File: src/rtl/serial_shift_arbiter.sv
// serial_shift_arbiter
// Round-robin arbiter between two parallel-word requesters that share one
// serial shift-register datapath. The granted word is sent MSB-first on sIn.
// The stream returning on sOut is captured DEPTH cycles later, reassembled,
// and returned with the requester id and a mismatch flag.
module serial_shift_arbiter #(
  parameter int WIDTH = 8,
  parameter int DEPTH = 4
) (
  input  logic             clk,
  input  logic             rst,
  input  logic             req0,
  input  logic             req1,
  input  logic [WIDTH-1:0] data0,
  input  logic [WIDTH-1:0] data1,
  output logic             gnt0,
  output logic             gnt1,
  output logic             sIn,
  input  logic             sOut,
  output logic [WIDTH-1:0] rdata,
  output logic             rid,
  output logic             rvalid,
  output logic             rerr,
  output logic             busy
);

  // The counter must reach WIDTH+DEPTH-1, the last RUN cycle.
  localparam int CW = $clog2(WIDTH + DEPTH + 1);
  localparam logic [CW-1:0] CNT_LAST = CW'(WIDTH + DEPTH - 1);
  localparam logic [CW-1:0] CNT_CAP  = CW'(DEPTH);
  localparam logic [CW-1:0] CNT_ONE  = CW'(1);

  typedef enum logic [1:0] {
    ST_IDLE = 2'b00,
    ST_RUN  = 2'b01,
    ST_DONE = 2'b10
  } state_t;

  state_t           r_state;
  logic [CW-1:0]    r_cnt;
  logic             r_ptr;     // last-served requester
  logic [WIDTH-1:0] r_word;    // word as granted, kept for the error check
  logic [WIDTH-1:0] r_tx;      // serializer; bits still to send sit at the top
  logic             r_id;
  logic [WIDTH-1:0] r_cap;
  logic             r_gnt0;
  logic             r_gnt1;
  logic             r_sin;
  logic [WIDTH-1:0] r_rdata;
  logic             r_rid;
  logic             r_rvalid;
  logic             r_rerr;
  logic             r_busy;

  state_t           w_state;
  logic [CW-1:0]    w_cnt;
  logic             w_ptr;
  logic [WIDTH-1:0] w_word;
  logic [WIDTH-1:0] w_tx;
  logic             w_id;
  logic [WIDTH-1:0] w_cap;
  logic             w_gnt0;
  logic             w_gnt1;
  logic             w_sin;
  logic [WIDTH-1:0] w_rdata;
  logic             w_rid;
  logic             w_rvalid;
  logic             w_rerr;
  logic             w_busy;

  logic             w_any;
  logic             w_win;
  logic [WIDTH-1:0] w_win_data;
  logic [WIDTH-1:0] w_cap_shift;

  // Round-robin pick: on a tie the requester not served last wins.
  always_comb begin
    w_any = req0 | req1;
    if (req0 && req1) begin
      w_win = ~r_ptr;
    end else if (req1) begin
      w_win = 1'b1;
    end else begin
      w_win = 1'b0;
    end
    w_win_data  = w_win ? data1 : data0;
    w_cap_shift = {r_cap[WIDTH-2:0], sOut};
  end

  // Next-state and next-output logic; every output is registered below.
  always_comb begin
    w_state  = r_state;
    w_cnt    = r_cnt;
    w_ptr    = r_ptr;
    w_word   = r_word;
    w_tx     = r_tx;
    w_id     = r_id;
    w_cap    = r_cap;
    w_gnt0   = 1'b0;
    w_gnt1   = 1'b0;
    w_sin    = 1'b0;
    w_rdata  = r_rdata;
    w_rid    = r_rid;
    w_rvalid = 1'b0;
    w_rerr   = 1'b0;
    w_busy   = r_busy;

    case (r_state)
      ST_IDLE: begin
        if (w_any) begin
          w_state = ST_RUN;
          w_cnt   = '0;
          w_ptr   = w_win;
          w_word  = w_win_data;
          w_tx    = {w_win_data[WIDTH-2:0], 1'b0};
          w_id    = w_win;
          w_gnt0  = ~w_win;
          w_gnt1  = w_win;
          w_sin   = w_win_data[WIDTH-1];
          w_busy  = 1'b1;
        end else begin
          w_busy  = 1'b0;
        end
      end

      ST_RUN: begin
        w_busy = 1'b1;
        w_cnt  = r_cnt + CNT_ONE;
        // Zeros fill in behind the word, so sIn idles low after the last bit.
        w_tx   = {r_tx[WIDTH-2:0], 1'b0};
        w_sin  = r_tx[WIDTH-1];
        // sOut carries the first data bit DEPTH cycles after it was driven.
        if (r_cnt >= CNT_CAP) begin
          w_cap = w_cap_shift;
        end else begin
          w_cap = r_cap;
        end
        if (r_cnt == CNT_LAST) begin
          w_state  = ST_DONE;
          w_cnt    = '0;
          w_sin    = 1'b0;
          w_rvalid = 1'b1;
          w_rdata  = w_cap_shift;
          w_rid    = r_id;
          w_rerr   = (w_cap_shift != r_word);
        end else begin
          w_state  = ST_RUN;
        end
      end

      ST_DONE: begin
        w_state = ST_IDLE;
        w_busy  = 1'b0;
      end

      default: begin
        w_state = ST_IDLE;
        w_cnt   = '0;
        w_busy  = 1'b0;
      end
    endcase
  end

  // State and output registers; reset abandons any transfer in flight.
  always_ff @(posedge clk or negedge rst) begin
    if (!rst) begin
      r_state  <= ST_IDLE;
      r_cnt    <= '0;
      r_ptr    <= 1'b1;
      r_word   <= '0;
      r_tx     <= '0;
      r_id     <= 1'b0;
      r_cap    <= '0;
      r_gnt0   <= 1'b0;
      r_gnt1   <= 1'b0;
      r_sin    <= 1'b0;
      r_rdata  <= '0;
      r_rid    <= 1'b0;
      r_rvalid <= 1'b0;
      r_rerr   <= 1'b0;
      r_busy   <= 1'b0;
    end else begin
      r_state  <= w_state;
      r_cnt    <= w_cnt;
      r_ptr    <= w_ptr;
      r_word   <= w_word;
      r_tx     <= w_tx;
      r_id     <= w_id;
      r_cap    <= w_cap;
      r_gnt0   <= w_gnt0;
      r_gnt1   <= w_gnt1;
      r_sin    <= w_sin;
      r_rdata  <= w_rdata;
      r_rid    <= w_rid;
      r_rvalid <= w_rvalid;
      r_rerr   <= w_rerr;
      r_busy   <= w_busy;
    end
  end

  assign gnt0   = r_gnt0;
  assign gnt1   = r_gnt1;
  assign sIn    = r_sin;
  assign rdata  = r_rdata;
  assign rid    = r_rid;
  assign rvalid = r_rvalid;
  assign rerr   = r_rerr;
  assign busy   = r_busy;

endmodule

File: config.mk
export PLATFORM = sky130hd
export DESIGN_NAME = serial_shift_arbiter
export DESIGN_NICKNAME = d
export VERILOG_FILES = /design/src/rtl/serial_shift_arbiter.sv
export SDC_FILE = /design/constraint.sdc
export NUM_CORES = 1
export LEC_CHECK = 0
export ABC_AREA = 1
export CAP_MARGIN = 10
export CORE_ASPECT_RATIO = 0.5
export CORE_MARGIN = 1.5
export CORE_UTILIZATION = 50
export DETAILED_ROUTE_END_ITERATION = 7
export PLACE_DENSITY = 0.77
export SLEW_MARGIN = 20
export SYNTH_ARGS = -nofsm -noshare
export SYNTH_HDL_FRONTEND = slang
export SYNTH_SLANG_ARGS = --single-unit
File: constraint.sdc
create_clock -name clk -period 3 [get_ports clk]
set_input_delay 0.6 -clock clk [delete_from_list [all_inputs] [get_ports clk]]
set_output_delay 0.6 -clock clk [all_outputs]
set_load 0.02 [all_outputs]
Yosys cells after proc, flatten, opt, wreduce, memory -nomap -nowiden
Index checks and enable logic that the tools add are counted.
{"block": "totals", "ff_bits": 46}
{"block": "op_classes", "n_reduce_logical": 8, "n_eq_ne": 5, "order_cmp": 1, "bitwise": 4, "addsub": 1, "mux": 24}
{"operator": "$mux W8", "n": 2}
{"operator": "$pmux W8 S2", "n": 1}
{"operator": "$mux W1", "n": 13}
{"operator": "$pmux W4 S3", "n": 1}
{"operator": "$reduce_and A2 Y1", "n": 5}
{"operator": "$mux W4", "n": 2}
{"operator": "$ne A8 B8 Y1", "n": 1}
{"operator": "$add A4 B1 Y4 const B", "n": 1}
{"operator": "$eq A4 B4 Y1 const B", "n": 1}
{"operator": "$ge A4 B3 Y1 const B", "n": 1}
{"operator": "$mux W2", "n": 2}
{"operator": "$pmux W1 S2", "n": 2}
{"operator": "$pmux W2 S2", "n": 1}
{"operator": "$not A1 Y1", "n": 3}
{"operator": "$eq A2 B1 Y1 const B", "n": 1}
{"operator": "$eq A2 B2 Y1 const B", "n": 1}
{"operator": "$logic_not A2 Y1", "n": 1}
{"operator": "$ne A2 B2 Y1 const B", "n": 1}
{"operator": "$reduce_bool A2 Y1", "n": 1}
{"operator": "$logic_and A1 B1 Y1", "n": 1}
{"operator": "$or A1 B1 Y1", "n": 1}

Logic depth before layout (Yosys ltp)
{"block": "logic_depth", "word_depth": 5, "mapped_depth": 8, "depth_no_buf": 7}

Worst setup path before layout
Ideal clock, no wire load.
{"block": "synth_path", "path_type": "input to register", "start": "in req0", "end": "reg r_word[6]", "slack_ps": 1642, "setup_time_ps": 127, "t_required_ps": 2873, "t_arrival_ps": 1231, "stages": 6, "cell_sequence": "nand2_1 > nand2_1 > buf_2 > or2_1 > nand3_1 > o21ai_0"}
{"block": "synth_via", "elab_chain_cells": 3, "elab_cells_between_ends": 5, "cone_classes": "2 x mux; 1 x bitwise; 2 x reduce/logical"}
{"element": "start, declared", "line_no": "12", "text": "input logic req0,"}
{"element": "$logic_and A1 B1 Y1", "line_no": "79", "text": "if (req0 && req1) begin"}
{"element": "$mux W1", "line_no": "79"}
{"element": "$mux W8", "line_no": "86", "text": "w_win_data = w_win ? data1 : data0;"}
{"element": "end signal, assigned", "line_no": "186", "text": "r_word <= w_word;"}
{"element": "end, declared", "line_no": "42", "text": "logic [WIDTH-1:0] r_word;"}
Several ways; a longest one is shown, not always the timed one.
A chain may end at the register's enable or synchronous reset.

Worst setup path after layout
{"block": "layout_path", "start": "in req1", "end": "reg r_tx[3]"}
{"block": "layout_via", "elab_chain_cells": 5, "elab_cells_between_ends": 9, "cone_classes": "1 x eq/ne; 5 x mux; 1 x bitwise; 2 x reduce/logical"}
{"element": "start, declared", "line_no": "13", "text": "input logic req1,"}
{"element": "$mux W1 or $logic_and A1 B1 Y1 (tied branches)", "line_no": "81, 79"}
{"element": "$mux W1", "line_no": "79"}
{"element": "$mux W8", "line_no": "86"}
{"element": "$mux W8", "line_no": "110", "text": "if (w_any) begin"}
{"element": "$pmux W8 S2", "line_no": "108", "text": "case (r_state)"}
{"element": "end signal, assigned", "line_no": "187", "text": "r_tx <= w_tx;"}
{"element": "end, declared", "line_no": "43", "text": "logic [WIDTH-1:0] r_tx;"}
Several ways; a longest one is shown, not always the timed one. The select of a mux whose other input is x is not followed.

==> impl_metrics.tcl <==
set metrics [dict create \
    power_frac_clock_pct 19.4 \
    die_y_um 47.77 \
    ys_types 20 \
    post-cts-setup-buffer-count 0 \
    hold_path_class "input port to async pin" \
    clock.fmax_mhz 502.8 \
    gp_congestion 0.8887 \
    synth.area.mux_share_pct 0 \
    cts_tree "yes" \
    p_per_area_nw_per_um2 955.7 \
    grtUsageTotal_pct 19.40 \
    multi_input_area_um2 686.9 \
    drc_errors 0 \
    grt_overflow 0 \
    synth-simple-area-share_pct 25.53 \
    use_met2_pct 32.50 \
    power_switching_share_pct 37.60 \
    cts_resized 0 \
    path_class "input port to flip-flop" \
    viasPerCell 4.813 \
    most-common-layout-cells "nand2_1 (75), dfrtp_1 (44), clkdlybuf4s50_1 (34)" \
    portBuffers 35 \
    drt-pass1-iter-count 4 \
    status "complete, no violations" \
    met3_usage_pct 5.238 \
    pwr-share-comb_pct 38.2 \
    vdd_drop_max_v 0.0004015 \
    cts_sinks 45 \
    vias 1574 \
    cts-root-buf "clkbuf_8" \
    ys_warn_count 0 \
    fin_cells 327 \
    synth_compound_area_share_pct 7.241 \
    p_int_mw 1.474 \
    finalWorstSetupSlack_ps 1011 \
    use_met1_pct 25.48 \
    syn_nets 259 \
    critPathArrivalTime_ps 2220 \
    rsz0062_at_grt "false" \
    synth_area_per_cell_um2 8.457 \
    fp-row-count 16 \
    antenna_cells 0 \
    grt_max_degree 46 \
    ioPinCount 36 \
    syn_inst 237 \
    synthAdderAreaFrac_pct 0.6242 \
    maxCapViolCount 0 \
    fin_setup_tns_ps 0 \
    dp.final_hpwl_um 2783 \
    die-area_um2 4421 \
    start_kind "input port" \
    clk_latency_ps 300 \
    endpoint_kind "flip-flop" \
    grt_antenna_before_repair 0 \
    cts_max_level 2 \
    p_leak_nw 1.258 \
    worst_pin_slew_ps 959.7 \
    synth_area_um2 2004 \
    yosys_register_bits 45 \
    yosys.area_share.xor_xnor_pct 0.8739 \
    seqPwrFrac_pct 42.4 \
    min_period_ps 1989 \
    syn2layout_area_growth_pct 23.35 \
    die_w_um 92.54 \
    place_ws_ps 724.2 \
    fillCellCount 330 \
    clk_pin_slew_ps 90 \
    final_layout_size_suffix_gt1_share_pct 8.425 \
    fin_crit_sh_pct 66.29 \
    initial_core_util_pct 51.88 \
    setup_viol_count_final 0 \
    synth_top_family_by_area "simple AND/OR/NAND/NOR gates" \
    numCtsBuffers 5 \
    nNetsFinal 294 \
    grt_pass1_vias 1389 \
    path_max_fanout 19 \
    switchingPower_mw 0.8883 \
    antenna_left 0 \
    seq_area_um2 1127 \
    wl_per_cell_um 11.72 \
    grt_pass1_wl_um 6292 \
    maxSlewViolCount 0 \
    crit_required_ps 3230 \
    ys_seq_area_share_pct 56.24 \
    hold_viol 0 \
    detail_route.iter0.violations 67 \
    final_common_cell "nand2_1" \
    core_um2 3864 \
    slew_headroom_pct 36.02 \
    busiest_layer "met2" \
    routed_wl_um 3831 \
    dp_cells 319 \
    clockBufferDepth 2 \
    finClkSkew_ps 10.50 \
    hold_buffers 0 \
]
[registers in the layout (all words and copies together) (netlist names), 2 cells and up]
| name | count |
|---|---|
| r_cap | 7 |
| r_cnt | 4 |
| r_state | 2 |
| r_tx | 7 |
| r_word | 8 |
| rdata | 8 |
[power groups by stage]
stage,combinational (mW),sequential (mW),clock [mW]
2_1_floorplan,0.528,1.08,0
3_3_place_gp,0.878,1.00,0
3_5_place_dp,0.906,1.01,0
4_1_cts,0.910,0.999,0.466
5_1_grt,1.03,1.03,0.495
6_report,0.903,1.00,0.457
[cells by family (layout without fill, tap and decap cells)]
family,Yosys count,after routing
AOI/OAI and AO/OA,29,29
buffers and inverters,41,77
and+or+nand+nor,119,119
xor gates and xnor gates,2,2
DFF,45,45
adders and majority gates,1,1
[metrics by stage]
stage | hold WS (ps) | power (mW) | util (%) | area, um^2
floorplan | 304.4 | 1.607 | - | 2004
global placement | 453.2 | 1.881 | 61.01 | 2357
detailed placement | 465.7 | 1.915 | 61.01 | 2357
CTS | 477.9 | 2.375 | 63.99 | 2472
global route | 510.3 | 2.556 | 63.99 | 2472
finish | 451.4 | 2.363 | 63.99 | 2472
[layout make-up]
cell class	count	area share [%]
Multi-Input combinational cell	151	27.78
Timing Repair Buffer	35	13.97
Inverter	34	5.263
Clock buffer	5	2.783
Clock inverter	3	1.872
Sequential cell	45	45.60
Tap cell	54	2.733
[Yosys cell counts, drive strengths merged]
cell type | n | area share (%)
ha | 1 | 0.62
nand3 | 24 | 6.0
or2 | 7 | 2.2
xor2 | 2 | 0.87
nor2 | 11 | 2.7
a21oi | 1 | 0.25
dfstp | 1 | 1.3
dfrtp | 44 | 55
o21ai | 28 | 7.0
inv | 34 | 6.5
buf | 7 | 3.0
nand2 | 77 | 15
[critical path: stages]
cell	delay, ps
clkdlybuf4s50_1	470
or2_1	120
nand2_2	150
nor2_2	540
nand3_1	210
nand3_1	130
[routing by layer]
metal | wire (um) | share of wire, %
met1 | 1901 | 50
met2 | 1703 | 44
met3 | 171 | 4.5
met4 | 55 | 1.4
met5 | 0 | 0
[worst paths after layout]
check,cells past startpoint,slack (ps),endpoint,from
worst min-delay path,1,450,r_word[4]$_DFFE_PN0P_,rst
min in group clk,2,480,r_ptr$_DFFE_PN1P_,r_ptr$_DFFE_PN1P_
max in group asynchronous,1,1960,r_cap[6]$_DFFE_PN0P_,rst
worst min register to register,2,480,r_ptr$_DFFE_PN1P_,r_ptr$_DFFE_PN1P_
worst max-delay path,6,1010,r_tx[3]$_DFFE_PN0P_,req1
worst max register to register,5,1260,r_cap[5]$_DFFE_PN0P_,r_state[0]$_DFFE_PN0P_
No activity file was read; power rests on OpenSTA's default activity.
